**config.mk**
```make
export PLATFORM = sky130hd
export DESIGN_NAME = pattern_mode_sequencer
export DESIGN_NICKNAME = d
export VERILOG_FILES = /design/src/rtl/pattern_mode_sequencer.sv
export SDC_FILE = /design/constraint.sdc
export NUM_CORES = 1
export LEC_CHECK = 0
export CORE_MARGIN = 2
export CORE_UTILIZATION = 25
export CTS_BUF_LIST = sky130_fd_sc_hd__clkbuf_2 sky130_fd_sc_hd__clkbuf_4 sky130_fd_sc_hd__clkbuf_8
export CTS_CLUSTER_DIAMETER = 40
export DETAILED_ROUTE_END_ITERATION = 12
export GPL_TIMING_DRIVEN = 0
export PLACE_DENSITY_LB_ADDON = 0.12
export SYNTH_ARGS = -nofsm -noshare
export SYNTH_HDL_FRONTEND = slang
export SYNTH_SLANG_ARGS = --single-unit
```
**constraint.sdc**
```tcl
create_clock -name serdesclk -period 3.6 [get_ports serdesclk]
set_input_delay 0.36 -clock serdesclk [delete_from_list [all_inputs] [get_ports serdesclk]]
set_output_delay 0.36 -clock serdesclk [all_outputs]
set_load 0.01 [all_outputs]
```
**src/rtl/pattern_mode_sequencer.sv**
```systemverilog
// pattern_mode_sequencer
//   Owns the DIGI/PATTRN source select for the event-window datapath.
//   A requested mode change is applied only at an event-window boundary.
//   The sequencer first drains the open window from the active source and
//   then holds a guard gap, so no window ever mixes DIGI and PATTRN data.
//
// Ports (all on serdesclk):
//   serdesclk        150 MHz clock
//   reset_serdesclk  synchronous active-high reset, dominant
//   pattern_req      requested mode (1 = PATTRN, 0 = DIGI)
//   axi_start_in     event-window start pulse
//   DIGI_ew_done     window-complete pulse from the DIGI path
//   PATTRN_ew_done   window-complete pulse from the PATTRN path
//   timeout_clr      clears drain_timeout
//   pattern_en       registered source select to the switch mux
//   axi_start_out    registered, gated start pulse to the switch mux
//   switch_busy      high while draining or guarding
//   drain_timeout    sticky: a drain was forced by timeout
//   dropped_starts   saturating count of suppressed starts
//   switch_count     saturating count of completed source flips
module pattern_mode_sequencer #(
  parameter int unsigned GUARD_CYCLES  = 8,
  parameter int unsigned DRAIN_TIMEOUT = 4096,
  parameter int unsigned TO_BITS       = 13,
  parameter int unsigned CNT_BITS      = 16
) (
  input  logic                serdesclk,
  input  logic                reset_serdesclk,
  input  logic                pattern_req,
  input  logic                axi_start_in,
  input  logic                DIGI_ew_done,
  input  logic                PATTRN_ew_done,
  input  logic                timeout_clr,
  output logic                pattern_en,
  output logic                axi_start_out,
  output logic                switch_busy,
  output logic                drain_timeout,
  output logic [CNT_BITS-1:0] dropped_starts,
  output logic [CNT_BITS-1:0] switch_count
);

  typedef enum logic [1:0] {
    DIGI_RUN,
    PATTRN_RUN,
    DRAIN,
    GUARD
  } state_t;

  localparam logic [TO_BITS-1:0]  DRAIN_LAST = TO_BITS'(DRAIN_TIMEOUT - 1);
  localparam logic [TO_BITS-1:0]  GUARD_LAST = TO_BITS'(GUARD_CYCLES - 1);
  localparam logic [CNT_BITS-1:0] CNT_MAX    = '1;

  state_t             state;
  logic               window_open;
  logic [TO_BITS-1:0] cnt;

  logic active_done;
  logic in_run;
  logic start_fwd;
  logic drain_flip;
  logic timeout_fire;

  always_comb begin
    active_done  = pattern_en ? PATTRN_ew_done : DIGI_ew_done;
    in_run       = (state == DIGI_RUN) || (state == PATTRN_RUN);
    start_fwd    = in_run && axi_start_in;
    // Abort (request withdrawn) outranks every way of completing the drain.
    drain_flip   = (state == DRAIN) && (pattern_req != pattern_en) &&
                   (!window_open || active_done || (cnt == DRAIN_LAST));
    timeout_fire = drain_flip && window_open && !active_done;
  end

  always_ff @(posedge serdesclk) begin
    if (reset_serdesclk) begin
      state          <= DIGI_RUN;
      pattern_en     <= 1'b0;
      axi_start_out  <= 1'b0;
      switch_busy    <= 1'b0;
      drain_timeout  <= 1'b0;
      dropped_starts <= '0;
      switch_count   <= '0;
      window_open    <= 1'b0;
      cnt            <= '0;
    end else begin
      axi_start_out <= 1'b0;

      // A start forwarded this cycle reopens the window even if the old one
      // closes on the same edge.
      window_open   <= start_fwd | (window_open & ~active_done & ~timeout_fire);

      // Set wins over a simultaneous clear.
      drain_timeout <= timeout_fire | (drain_timeout & ~timeout_clr);

      if (!in_run && axi_start_in && (dropped_starts != CNT_MAX))
        dropped_starts <= dropped_starts + 1'b1;

      unique case (state)
        DIGI_RUN, PATTRN_RUN: begin
          axi_start_out <= axi_start_in;
          if (pattern_req != pattern_en) begin
            state       <= DRAIN;
            cnt         <= '0;
            switch_busy <= 1'b1;
          end
        end

        DRAIN: begin
          cnt <= cnt + 1'b1;
          if (pattern_req == pattern_en) begin
            state       <= pattern_en ? PATTRN_RUN : DIGI_RUN;
            switch_busy <= 1'b0;
          end else if (drain_flip) begin
            pattern_en <= ~pattern_en;
            if (switch_count != CNT_MAX)
              switch_count <= switch_count + 1'b1;
            cnt   <= '0;
            state <= GUARD;
          end
        end

        GUARD: begin
          if (cnt == GUARD_LAST) begin
            state       <= pattern_en ? PATTRN_RUN : DIGI_RUN;
            cnt         <= '0;
            switch_busy <= 1'b0;
          end else begin
            cnt <= cnt + 1'b1;
          end
        end

        default: state <= DIGI_RUN;
      endcase
    end
  end

endmodule

```
==> metrics.cfg, run 1 <==
[sta]
setup_tns_ns = 0
finClkSkew_ns = 0.00591
worst_slew_pin_slew_ns = 1.15
min_period_ns = 2.66
rsz0062_at_grt = no
fmaxAchievable_ghz = 0.376
finalCritPeriodShare = 0.739
slew_violations = 0
hold_viol_final = 0
timing.slew.headroom = 0.230
whs_ns = 0.507
setup_viol = 0

[global_routing]
grt_pass1_wl_mm = 12.6
gr-usage-all-layers = 0.131
grt_pass1_vias = 2556
antenna_found_initial = 0
globalRouteOverflowTotal = 0
grt_max_degree = 16

[finish]
fillCellCount = 1169
final_common_cell = dfxtp_1
finalNonFillerCells = 518
final_area_um2 = 3480
diodes = 0
syn_to_final_growth_pct = 25.7
drive_gt1_frac = 0.0635
finalNetCount = 388
final_cell_mix = dfxtp_1 (52), clkdlybuf4s50_1 (41), nor2_1 (33)

[clock_tree]
cts_made_buffers = 5
clk_latency_ns = 0.30
root_buffer = clkbuf_8
cts.sinks = 52
cts_tree = done
htree_levels = 2
clkSlewWorstSetupHoldPaths_ns = 0.10
cts_hold_buf = 0
postCtsSetupBuffers = 0
cts_resized = 0
clk_path_buf_depth = 2

[drt]
vias_per_cell = 4.95
drt_wl_total_mm = 7.38
drt_iter0_markers = 108
via_count = 2566
post_drt_wl_per_cell_um = 14.2
postRouteAntennaNets = 0
dr.pass1.iters = 5
drc = 0

[critical_path]
r2r-end = switch_count[9]
crit_cells = 10
critical_path.startpoint = pattern_req
path_buf_inv = 4
start_kind = input pin
rr_worst_depth = 9
cp_max_fo = 10
r2r_setup_slack_ns = 1.03
path_cells = clkdlybuf4s50_1, inv_1, ha_1, clkbuf_8, nand4bb_1, nor4_4, o21ai_2, buf_6, nor4b_1, mux2_2
required_ns = 3.80
cp_top_family = buffers and inverters
worstSetupEndpoint = switch_count[9]
max_stage_delay_ns = 0.50
cp_slowest_cell = clkdlybuf4s50_1
cp-end-kind = flop
rr_startpoint = pattern_en
crit_arrival_ns = 2.86
critPathKind = in -> reg

[yosys]
synth_area_leaders = dfxtp_1 (38%), xnor2_1 (4.8%), nor2_1 (4.5%)
ys_async_sr_fraction = 0
synth_edf_count = 0
netlist_area_um2 = 2770
yosys_warnings = 0
syn_avg_cell_area_um2 = 8.40
yosysSeqAreaShare = 0.376
synth_top_area_frac = 0.376
syn-instance-count = 329
ys_ff_latch = 52
ys_types = 53
yosysTopAreaCell = dfxtp_1
synth_nets = 340
ys.flop_type = dfxtp_1

[floorplanning]
start_util = 0.256
ios = 43
die_y_um = 109
num_rows = 38
coreArea_um2 = 10800
die_w_um = 109
die_area_um2 = 11900

[power_and_ir_drop]
power_switching_mw = 0.294
pwr-share-comb = 0.106
peakVddDrop_mv = 0.168
intPower_mw = 0.885
p_per_area_nw_per_um2 = 339
seqPwrFrac = 0.509
swShare = 0.249
pwr-share-clk = 0.385
total_leakage_power_nw = 1.09
total_power_mw = 1.18

[run_status]
status = finished clean

[flow_run]
maxCapViolCount = 0

[placement]
numPortBuffers = 41
dp_hpwl_mm = 5.40
dp_cells = 510
gp_congestion = 0.769
place_area_um2 = 3350

[worst_hold_path]
hold_path.class = reg -> reg

## through the flow
stage                     worst slack [ns]   util
after floorplan                       1.28      -
final                                0.938  0.322
after detailed placement             0.597  0.310
after global routing                 0.778  0.322
after global placement               0.620  0.310
after CTS                            0.931  0.322
## state kept, by name, indices dropped and copies added (netlist names)
| register | count |
|---|---|
| axi_start_out | 1 |
| cnt | 13 |
| drain_timeout | 1 |
| dropped_starts | 16 |
| pattern_en | 1 |
| state | 2 |
| switch_busy | 1 |
| switch_count | 16 |
| window_open | 1 |
## worst min-delay path by stage
| stage | from | endpoint | slack [ns] | depth (start not counted) |
|---|---|---|---|---|
| finish | switch_count[13] | switch_count[13] | 0.51 | 2 |
| global route | switch_count[5] | switch_count[5] | 0.54 | 2 |
| CTS | switch_busy | switch_busy | 0.51 | 2 |
| detailed placement | switch_busy | switch_busy | 0.50 | 2 |
| global placement | switch_busy | switch_busy | 0.48 | 2 |
| floorplan | cnt[11] | cnt[11] | 0.49 | 2 |
## worst register-to-register path: cells and delay by family (launching register included)
kind	cells	cell delay (ns)
simple gates	3	0.85
mux	1	0.37
flops	1	0.43
fa+ha+maj	1	0.29
compound gates	1	0.13
buf+inv	3	0.39
## power by group through the flow
stage | logic [mW] | clock network (mW) | registers [mW]
4_1_cts | 0.128 | 0.468 | 0.600
3_3_place_gp | 0.127 | 0 | 0.614
6_report | 0.125 | 0.454 | 0.600
3_5_place_dp | 0.127 | 0 | 0.614
5_1_grt | 0.140 | 0.488 | 0.602
2_1_floorplan | 0.0771 | 0 | 0.613
## cells in the mapped netlist, types with 7 or more instances
| master | instances |
|---|---|
| clkbuf_1 | 12 |
| inv_1 | 8 |
| a21oi_1 | 20 |
| xnor2_1 | 15 |
| and3_1 | 8 |
| nor3_1 | 7 |
| nand2_1 | 30 |
| nand3_1 | 12 |
| dfxtp_1 | 52 |
| or4_1 | 9 |
| o21ai_0 | 12 |
| nor2_1 | 33 |
| o31ai_1 | 10 |
| nand4_1 | 14 |
## cells by family after synthesis
logic type / count (synthesis) / synth area share
DFF: 52 / 0.376
muxes: 5 / 0.0190
AOI/OAI and AO/OA: 69 / 0.162
adders and majority gates: 4 / 0.0181
xor gates and xnor gates: 19 / 0.0602
and+or+nand+nor: 152 / 0.307
buffers and inverters: 28 / 0.0575
## per-layer routing
metal | vias to the layer above | global-route usage | wire length [um] | part of all wire
met2 | 41 | 0.215 | 3290 | 0.45
met1 | 1215 | 0.173 | 3650 | 0.49
met3 | 9 | 0.0263 | 291 | 0.039
met4 | 0 | 0.0434 | 143 | 0.019
met5 | - | 0 | 0 | 0
li1 | 1301 | - | - | -
## cell type report
class	count	area, um^2	area share
repair buffers	41	410	0.118
clock buffers	7	96.3	0.0277
well taps	140	175	0.0504
inverters	8	30.0	0.00864
plain buffers	20	129	0.0371
flip-flops and latches	52	1040	0.299
clock inverters	1	30.0	0.00864
multi-input cells	249	1570	0.450
Note: power is estimated with default switching activity, not from simulation.
==> inputs of run 2 (changes only) <==
==> constraint.sdc (replaced) <==
create_clock -name serdesclk -period 2.6 [get_ports serdesclk]
set_input_delay 0.26 -clock serdesclk [delete_from_list [all_inputs] [get_ports serdesclk]]
set_output_delay 0.26 -clock serdesclk [all_outputs]
set_load 0.01 [all_outputs]
==> metrics.cfg, run 2 (synthesis gave the netlist of run 1 again) <==
[run_status]
status = finished clean  ; unchanged

[critical_path]
cp_max_fo = 10  ; unchanged
critical_path.startpoint = pattern_req  ; unchanged
crit_arrival_ns = 2.69  ; was 2.86 ns
path_cells = clkdlybuf4s50_1, inv_1, ha_1, clkbuf_8, nand4bb_4, nor4_4, buf_4, o21ai_2, buf_6, nor4b_4, mux2_2  ; was clkdlybuf4s50_1, inv_1, ha_1, clkbuf_8, nand4bb_1, nor4_4, o21ai_2, buf_6, nor4b_1, mux2_2
cp_top_family = buffers and inverters  ; unchanged
start_kind = input pin  ; unchanged
required_ns = 2.80  ; was 3.80 ns
r2r_setup_slack_ns = 0.16  ; was 1.03 ns
r2r-end = switch_count[9]  ; unchanged
cp-end-kind = flop  ; unchanged
cp_slowest_cell = clkdlybuf4s50_1  ; unchanged
critPathKind = in -> reg  ; unchanged
rr_startpoint = pattern_en  ; unchanged
max_stage_delay_ns = 0.50  ; about the same
rr_worst_depth = 10  ; was 9
path_buf_inv = 5  ; was 4

[placement]
numPortBuffers = 41  ; unchanged
post-place-ws_ns = -0.303  ; was 0.597 ns
dp_hpwl_mm = 5.40  ; unchanged
gp_congestion = 0.769  ; unchanged

[worst_hold_path]
whs_endpoint = axi_start_out  ; was switch_count[13]
hold_path.class = in -> reg  ; was reg -> reg
min_delay_path_depth = 2  ; unchanged
worstHoldStart = reset_serdesclk  ; was switch_count[13]

[sta]
finalCritPeriodShare = 0.959
worst_slew_pin_slew_ns = 1.16  ; was 1.15 ns
min_period_ns = 2.49
hold_viol_final = 0  ; unchanged
setup_slack_ns = 0.107  ; was 0.938 ns
fmaxAchievable_ghz = 0.401
setup_viol = 0  ; unchanged
rsz0062_at_grt = no  ; unchanged
timing.slew.headroom = 0.220  ; was 0.230
slew_violations = 0  ; unchanged
finClkSkew_ns = 0.00744  ; was 0.00591 ns

[global_routing]
gr-usage-all-layers = 0.131  ; unchanged
grt_pass1_wl_mm = 12.6  ; about the same
globalRouteOverflowTotal = 0  ; unchanged
grt_pass1_vias = 2555  ; was 2556
grt_max_degree = 16  ; unchanged
antenna_found_initial = 0  ; unchanged

[drt]
drt_iter0_markers = 84  ; was 108
drt_wl_total_mm = 7.45  ; was 7.38 mm
postRouteAntennaNets = 0  ; unchanged
vias_per_cell = 4.98  ; was 4.95
dr.pass1.iters = 4  ; was 5
drc = 0  ; unchanged
via_count = 2586  ; was 2566
post_drt_wl_per_cell_um = 14.4  ; was 14.2 um

[floorplanning]
start_util = 0.256  ; unchanged
die_y_um = 109  ; unchanged
die_w_um = 109  ; unchanged
num_rows = 38  ; unchanged
die_area_um2 = 11900  ; unchanged
ios = 43  ; unchanged
coreArea_um2 = 10800  ; unchanged

[finish]
finalNetCount = 389  ; was 388
final_cell_mix = dfxtp_1 (51), clkdlybuf4s50_1 (41), nor2_1 (33)  ; was dfxtp_1 (52), clkdlybuf4s50_1 (41), nor2_1 (33)
diodes = 0  ; unchanged
final_common_cell = dfxtp_1  ; unchanged
final_core_util = 0.328  ; was 0.322
syn_to_final_growth_pct = 28.1  ; was 25.7%
drive_gt1_frac = 0.0897  ; was 0.0635
reg.largest.list = dropped_starts x16, switch_count x16, cnt x13  ; unchanged

[clock_tree]
clkSlewWorstSetupHoldPaths_ns = 0.10  ; about the same
root_buffer = clkbuf_8  ; unchanged
htree_levels = 2  ; unchanged
clk_latency_ns = 0.31  ; was 0.30 ns
clk_path_buf_depth = 2  ; unchanged
cts_made_buffers = 5  ; unchanged
cts.sinks = 52  ; unchanged
cts_tree = done  ; unchanged

[power_and_ir_drop]
pwr-share-comb = 0.110  ; was 0.106
seqPwrFrac = 0.506  ; was 0.509
intPower_mw = 1.23  ; was 0.885 mW
p_per_area_nw_per_um2 = 464  ; was 339 nW/um^2
swShare = 0.252  ; was 0.249
power_switching_mw = 0.415  ; was 0.294 mW
pwr-share-clk = 0.384  ; was 0.385
total_leakage_power_nw = 1.10  ; was 1.09 nW
peakVddDrop_mv = 0.241  ; was 0.168 mV

[flow_run]
maxCapViolCount = 0  ; unchanged

## run 2: power by group through the flow
stage               clock network (mW)  logic (mW)  registers, mW
finish                           0.631       0.180          0.832
global route                     0.676       0.200          0.835
CTS                              0.648       0.177          0.831
detailed placement                   0       0.176          0.850
global placement                     0       0.175          0.849
floorplan                            0       0.107          0.849
## run 2: worst max path at each step
| stage | depth (start not counted) | slack, ns | end |
|---|---|---|---|
| 3_5_place_dp | 10 | -0.30 | switch_count[9] |
| 3_3_place_gp | 10 | -0.28 | switch_count[9] |
| 5_1_grt | 11 | 0.01 | switch_count[8] |
| 6_report | 11 | 0.11 | switch_count[9] |
| 2_1_floorplan | 9 | 0.28 | switch_count[9] |
| 4_1_cts | 9 | 0.06 | switch_count[9] |
## run 2: layout make-up
class                      instances  area [um^2]
clock buffer                       7         96.3
multi-input combinational        249         1620
clock inverter                     1         30.0
fill                            1171         7250
sequential                        52         1040
inverter                           8         30.0
tap                              140          175
buffer                            20          130
timing repair buffer              42          418
## run 2: what timing repair did
action | CTS | global route
resized for setup | 1 | 11
setup buffers | 0 | 1
hold buffers | 0 | 0
endpoints found under the setup margin | 1 | 13
pin swaps | 0 | 1
cloned | 0 | 0
## run 2: stage by stage
step	TNS (ns)	area (um^2)	hold slack (ns)	power, mW	std cells
2_1_floorplan	0	2770	0.437	0.955	329
3_3_place_gp	-2.40	3350	0.483	1.02	510
3_5_place_dp	-2.21	3350	0.498	1.03	510
4_1_cts	0	3480	0.484	1.66	518
5_1_grt	0	3540	0.502	1.71	519
6_report	0	3540	0.463	1.64	519
## run 2: metal layers
| metal | share of wire | track usage | vias to the layer above |
|---|---|---|---|
| met4 | 0.013 | 0.0425 | 0 |
| met1 | 0.50 | 0.172 | 1231 |
| met3 | 0.041 | 0.0263 | 8 |
| li1 | - | - | 1304 |
| met5 | 0 | 0 | - |
| met2 | 0.45 | 0.216 | 43 |
==> inputs of run 3 (changes only) <==
==> constraint.sdc (replaced) <==
create_clock -name serdesclk -period 2.65 [get_ports serdesclk]
set_input_delay 0.265 -clock serdesclk [delete_from_list [all_inputs] [get_ports serdesclk]]
set_output_delay 0.265 -clock serdesclk [all_outputs]
set_load 0.01 [all_outputs]
==> metrics.cfg, run 3 (synthesis gave the netlist of run 1 again) <==
[run_status]
status = finished clean  ; unchanged

[critical_path]
required_ns = 2.85  ; was 2.80 ns
critPathKind = in -> reg  ; unchanged
cp_max_fo = 10  ; unchanged
path_buf_inv = 5  ; unchanged
crit_arrival_ns = 2.75  ; was 2.69 ns
cp_slowest_cell = clkdlybuf4s50_1  ; unchanged
max_stage_delay_ns = 0.49  ; was 0.50 ns
start_kind = input pin  ; unchanged
path_cells = clkdlybuf4s50_1, inv_1, ha_1, clkbuf_8, nand4bb_1, nor4_4, buf_4, o21ai_2, buf_6, nor4b_4, mux2_2  ; was clkdlybuf4s50_1, inv_1, ha_1, clkbuf_8, nand4bb_4, nor4_4, buf_4, o21ai_2, buf_6, nor4b_4, mux2_2
cp-end-kind = flop  ; unchanged
cp_top_family = buffers and inverters  ; unchanged

[finish]
final_area_um2 = 3530  ; was 3540 um^2
final_cell_mix = dfxtp_1 (51), clkdlybuf4s50_1 (41), nor2_1 (33)  ; unchanged
drive_gt1_frac = 0.0871  ; was 0.0897
syn_to_final_growth_pct = 27.6  ; was 28.1%
finalNonFillerCells = 519  ; unchanged
reg.largest.list = dropped_starts x16, switch_count x16, cnt x13  ; unchanged
finalNetCount = 389  ; unchanged
diodes = 0  ; unchanged
final_common_cell = dfxtp_1  ; unchanged

[drt]
drt_wl_total_mm = 7.47  ; was 7.45 mm
drt_iter0_markers = 87  ; was 84
drc = 0  ; unchanged
post_drt_wl_per_cell_um = 14.4  ; about the same
vias_per_cell = 5.01  ; was 4.98
via_count = 2600  ; was 2586
postRouteAntennaNets = 0  ; unchanged
dr.pass1.iters = 4  ; unchanged

[sta]
timing.slew.headroom = 0.220  ; about the same
min_period_ns = 2.55
rsz0062_at_grt = no  ; unchanged
setup_viol = 0  ; unchanged
hold_viol_final = 0  ; unchanged
fmaxAchievable_ghz = 0.392
finalCritPeriodShare = 0.962
slew_violations = 0  ; unchanged
setup_slack_ns = 0.101  ; was 0.107 ns
worst_slew_pin_slew_ns = 1.16  ; about the same
finClkSkew_ns = 0.00749  ; was 0.00744 ns
whs_ns = 0.468  ; was 0.463 ns

[global_routing]
globalRouteOverflowTotal = 0  ; unchanged
grt_pass1_wl_mm = 12.6  ; about the same
gr-usage-all-layers = 0.131  ; unchanged
grt_pass1_vias = 2556  ; was 2555
antenna_found_initial = 0  ; unchanged
grt_max_degree = 16  ; unchanged

[placement]
gp_congestion = 0.769  ; unchanged
post-place-ws_ns = -0.258  ; was -0.303 ns
dp_cells = 510  ; unchanged
dp_hpwl_mm = 5.40  ; unchanged
place_area_um2 = 3350  ; unchanged
numPortBuffers = 41  ; unchanged

[flow_run]
maxCapViolCount = 0  ; unchanged

[clock_tree]
root_buffer = clkbuf_8  ; unchanged
cts_hold_buf = 0  ; unchanged
cts.sinks = 52  ; unchanged
cts_tree = done  ; unchanged
clk_latency_ns = 0.30  ; was 0.31 ns
htree_levels = 2  ; unchanged
cts_made_buffers = 5  ; unchanged
clkSlewWorstSetupHoldPaths_ns = 0.10  ; about the same
clk_path_buf_depth = 2  ; unchanged

[floorplanning]
coreArea_um2 = 10800  ; unchanged
ios = 43  ; unchanged
start_util = 0.256  ; unchanged
die_w_um = 109  ; unchanged
num_rows = 38  ; unchanged
die_area_um2 = 11900  ; unchanged
die_y_um = 109  ; unchanged

[worst_hold_path]
hold_path.class = in -> reg  ; unchanged

[power_and_ir_drop]
total_leakage_power_nw = 1.10  ; about the same
total_power_mw = 1.60  ; was 1.64 mW
pwr-share-comb = 0.108  ; was 0.110
seqPwrFrac = 0.509  ; was 0.506
intPower_mw = 1.20  ; was 1.23 mW
swShare = 0.250  ; was 0.252
power_switching_mw = 0.401  ; was 0.415 mW
peakVddDrop_mv = 0.236  ; was 0.241 mV
p_per_area_nw_per_um2 = 455  ; was 464 nW/um^2
pwr-share-clk = 0.383  ; was 0.384

-- run 3: power by group through the flow --
stage	combinational (mW)	clock (mW)	sequential [mW]
after floorplan	0.105	0	0.833
after global placement	0.172	0	0.833
after detailed placement	0.172	0	0.834
after CTS	0.173	0.636	0.815
after global routing	0.192	0.663	0.819
final	0.173	0.615	0.816
-- run 3: per-layer routing --
| metal | global-route usage | wire length, um | vias to the layer above |
|---|---|---|---|
| li1 | - | - | 1305 |
| met1 | 0.173 | 3680 | 1232 |
| met2 | 0.215 | 3350 | 54 |
| met3 | 0.0263 | 321 | 9 |
| met4 | 0.0434 | 119 | 0 |
| met5 | 0 | 0 | - |
-- run 3: per-stage QoR --
step | utilization | TNS [ns]
floorplan | - | 0
global route | 0.327 | 0
finish | 0.327 | 0
CTS | 0.322 | 0
detailed placement | 0.310 | -1.40
global placement | 0.310 | -1.55
-- run 3: timing repair --
action | CTS | global route
setup endpoints to repair | 0 | 6
resized for setup | 0 | 10
buffers inserted | 0 | 1
-- run 3: worst register-to-register path: stages (launching register included) --
cell and delay [ns]:
dfxtp_2 0.39, inv_1 0.07, ha_1 0.28, clkbuf_8 0.15
nand4bb_1 0.16, nor4_4 0.29, buf_4 0.18, o21ai_2 0.08
buf_6 0.15, nor4b_4 0.29, mux2_2 0.36
-- run 3: path summary, 6_finish.rpt --
path | start | endpoint | slack [ns] | cells past startpoint
worst max-delay path | pattern_req | switch_count[9] | 0.10 | 11
worst min register to register | switch_count[13] | switch_count[13] | 0.51 | 2
worst min-delay path | reset_serdesclk | axi_start_out | 0.47 | 2
worst max register to register | pattern_en | switch_count[9] | 0.15 | 10
-- run 3: area by class of cell --
| type | count | area [um^2] |
|---|---|---|
| fill | 1169 | 7270 |
| timing repair buffer | 42 | 418 |
| multi-input combinational | 249 | 1610 |
| sequential | 52 | 1040 |
| tap | 140 | 175 |
| inverter | 8 | 30.0 |
| buffer | 20 | 130 |
| clock buffer | 7 | 96.3 |
| clock inverter | 1 | 30.0 |
==> patch (settings of run 3) <==
Set the parameter `TO_BITS` to 9 (it was 13).
--- a/src/rtl/pattern_mode_sequencer.sv
+++ b/src/rtl/pattern_mode_sequencer.sv
@@ -22,5 +22,5 @@
   parameter int unsigned GUARD_CYCLES  = 8,
   parameter int unsigned DRAIN_TIMEOUT = 4096,
-  parameter int unsigned TO_BITS       = 13,
+  parameter int unsigned TO_BITS       = 9,
   parameter int unsigned CNT_BITS      = 16
 ) (
Formal check against the unedited RTL: no difference found for any inputs over 4 cycles, from zero or initial values and one cycle with reset_serdesclk high; that may be too few to reach the edited logic, so the function may still have changed.
==> patch against run 3 <==
Setup slack gained 0.17 ns; sequential cell count is 4 lower; synthesized area shrank 14%; sequential power decreased by 7.7%; routed wire length fell by 22%; largest power group unchanged; final cell count fell by 11%; total power shrank 10%; count of clock-buffer cells in the layout down 1; sequential share of layout area is 1.2 points higher; clock skew is essentially flat; design area is 12% lower; global-route usage shrank 1.1 points.
==> patch: results <==
routing:
  drt-met1-wl_um: 2930
  detail_route.iter0.violations: 66
  met2WireLength_um: 2600
  route.met3.wl_um: 257
place:
  total_of_buffers_placed_on_input_and_output_ports: 42
  place_area_um2: 2970
  final_gp_congestion: 0.756
  placed_wire_length_estimate_um: 4310
critical_path:
  timing.critical_path.slowest_stage_cell: "sky130_fd_sc_hd__a221o_2"
  worst_r2r_dst: "cnt[4]"
  path_delay_family: "simple AND/OR/NAND/NOR gates"
  maximum_cell_stage_delay_along_the_critical_path_ns: 0.41
  rrSetupSlack_ns: 0.27
  crit_type: "register to register"
  cp-startpoint: "cnt[0]"
worst_hold_path:
  timing.hold.worst.class: "register to register"
sta:
  min_period_over_period_pct: 89.7
  least_margin_pin_slew_ns: 0.934
logic_synthesis:
  adder_and_majority_cell_fraction_of_the_synthesized_area_pct: 2.62
  synth.top_cells.by_area: "sky130_fd_sc_hd__dfxtp_1 40%, sky130_fd_sc_hd__xnor2_1 8.4%, sky130_fd_sc_hd__nor2_1 6.6%, sky130_fd_sc_hd__nand3_1 3.6%, sky130_fd_sc_hd__nand2_1 3.3%"
  postSynthNetCount: 296
  syn-instance-count: 284
  yosys.area_share.xor_xnor_pct: 10.3
  synth_top_cells_by_count: "48 x sky130_fd_sc_hd__dfxtp_1, 42 x sky130_fd_sc_hd__nor2_1, 23 x sky130_fd_sc_hd__xnor2_1"
power:
  powerClk_uw: 541
  internal_power_mw: 1.09
  ir_worst_vdd_uv: 215
global_routing:
  global_route.usage.met3_pct: 2.69
  global_route_wire_length_before_repair_um: 9850
  grt_usage_pct: 12.0
  routing_usage_on_met2_pct: 18.9
  grt_use_met1_pct: 16.5
  largest_net_degree_at_the_start_of_global_routing: 15
cells_and_area:
  sequential_cell_area_um2: 961
  biggest_registers_after_layout: "dropped_starts (16), switch_count (16), cnt (9)"
  drive_gt1_share_pct: 7.19
  fill_cells: 993
outcome:
  run_status: "complete, no violations"
==> patch: changes by cell type in the layout (fill, tap and decap cells not counted), sizes merged, moves of 5 or more <==
cell | before | now
a21oi | 20 | 10
clkbuf | 22 | 13
nand2 | 30 | 21
nand4 | 15 | 10
nor2 | 34 | 43
o31ai | 10 | 0
or4 | 9 | 2
xnor2 | 15 | 23
==> patch: area by class of cell <==
cell class	count	area share [%]
multi-input cells	215	44.1
clock buffers	6	2.45
flip-flops and latches	48	30.8
well taps	129	5.17
plain buffers	10	1.60
clock inverters	2	1.12
inverters	11	1.32
repair buffers	42	13.5
==> patch: worst min-delay path by stage <==
stage | to | depth (start not counted) | startpoint | slack, ns
final | cnt[1] | 2 | cnt[1] | 0.49
after global routing | cnt[8] | 2 | cnt[8] | 0.51
after CTS | cnt[1] | 2 | cnt[1] | 0.50
after detailed placement | cnt[1] | 2 | cnt[1] | 0.48
after global placement | cnt[1] | 2 | cnt[1] | 0.46
after floorplan | axi_start_out | 1 | reset_serdesclk | 0.35
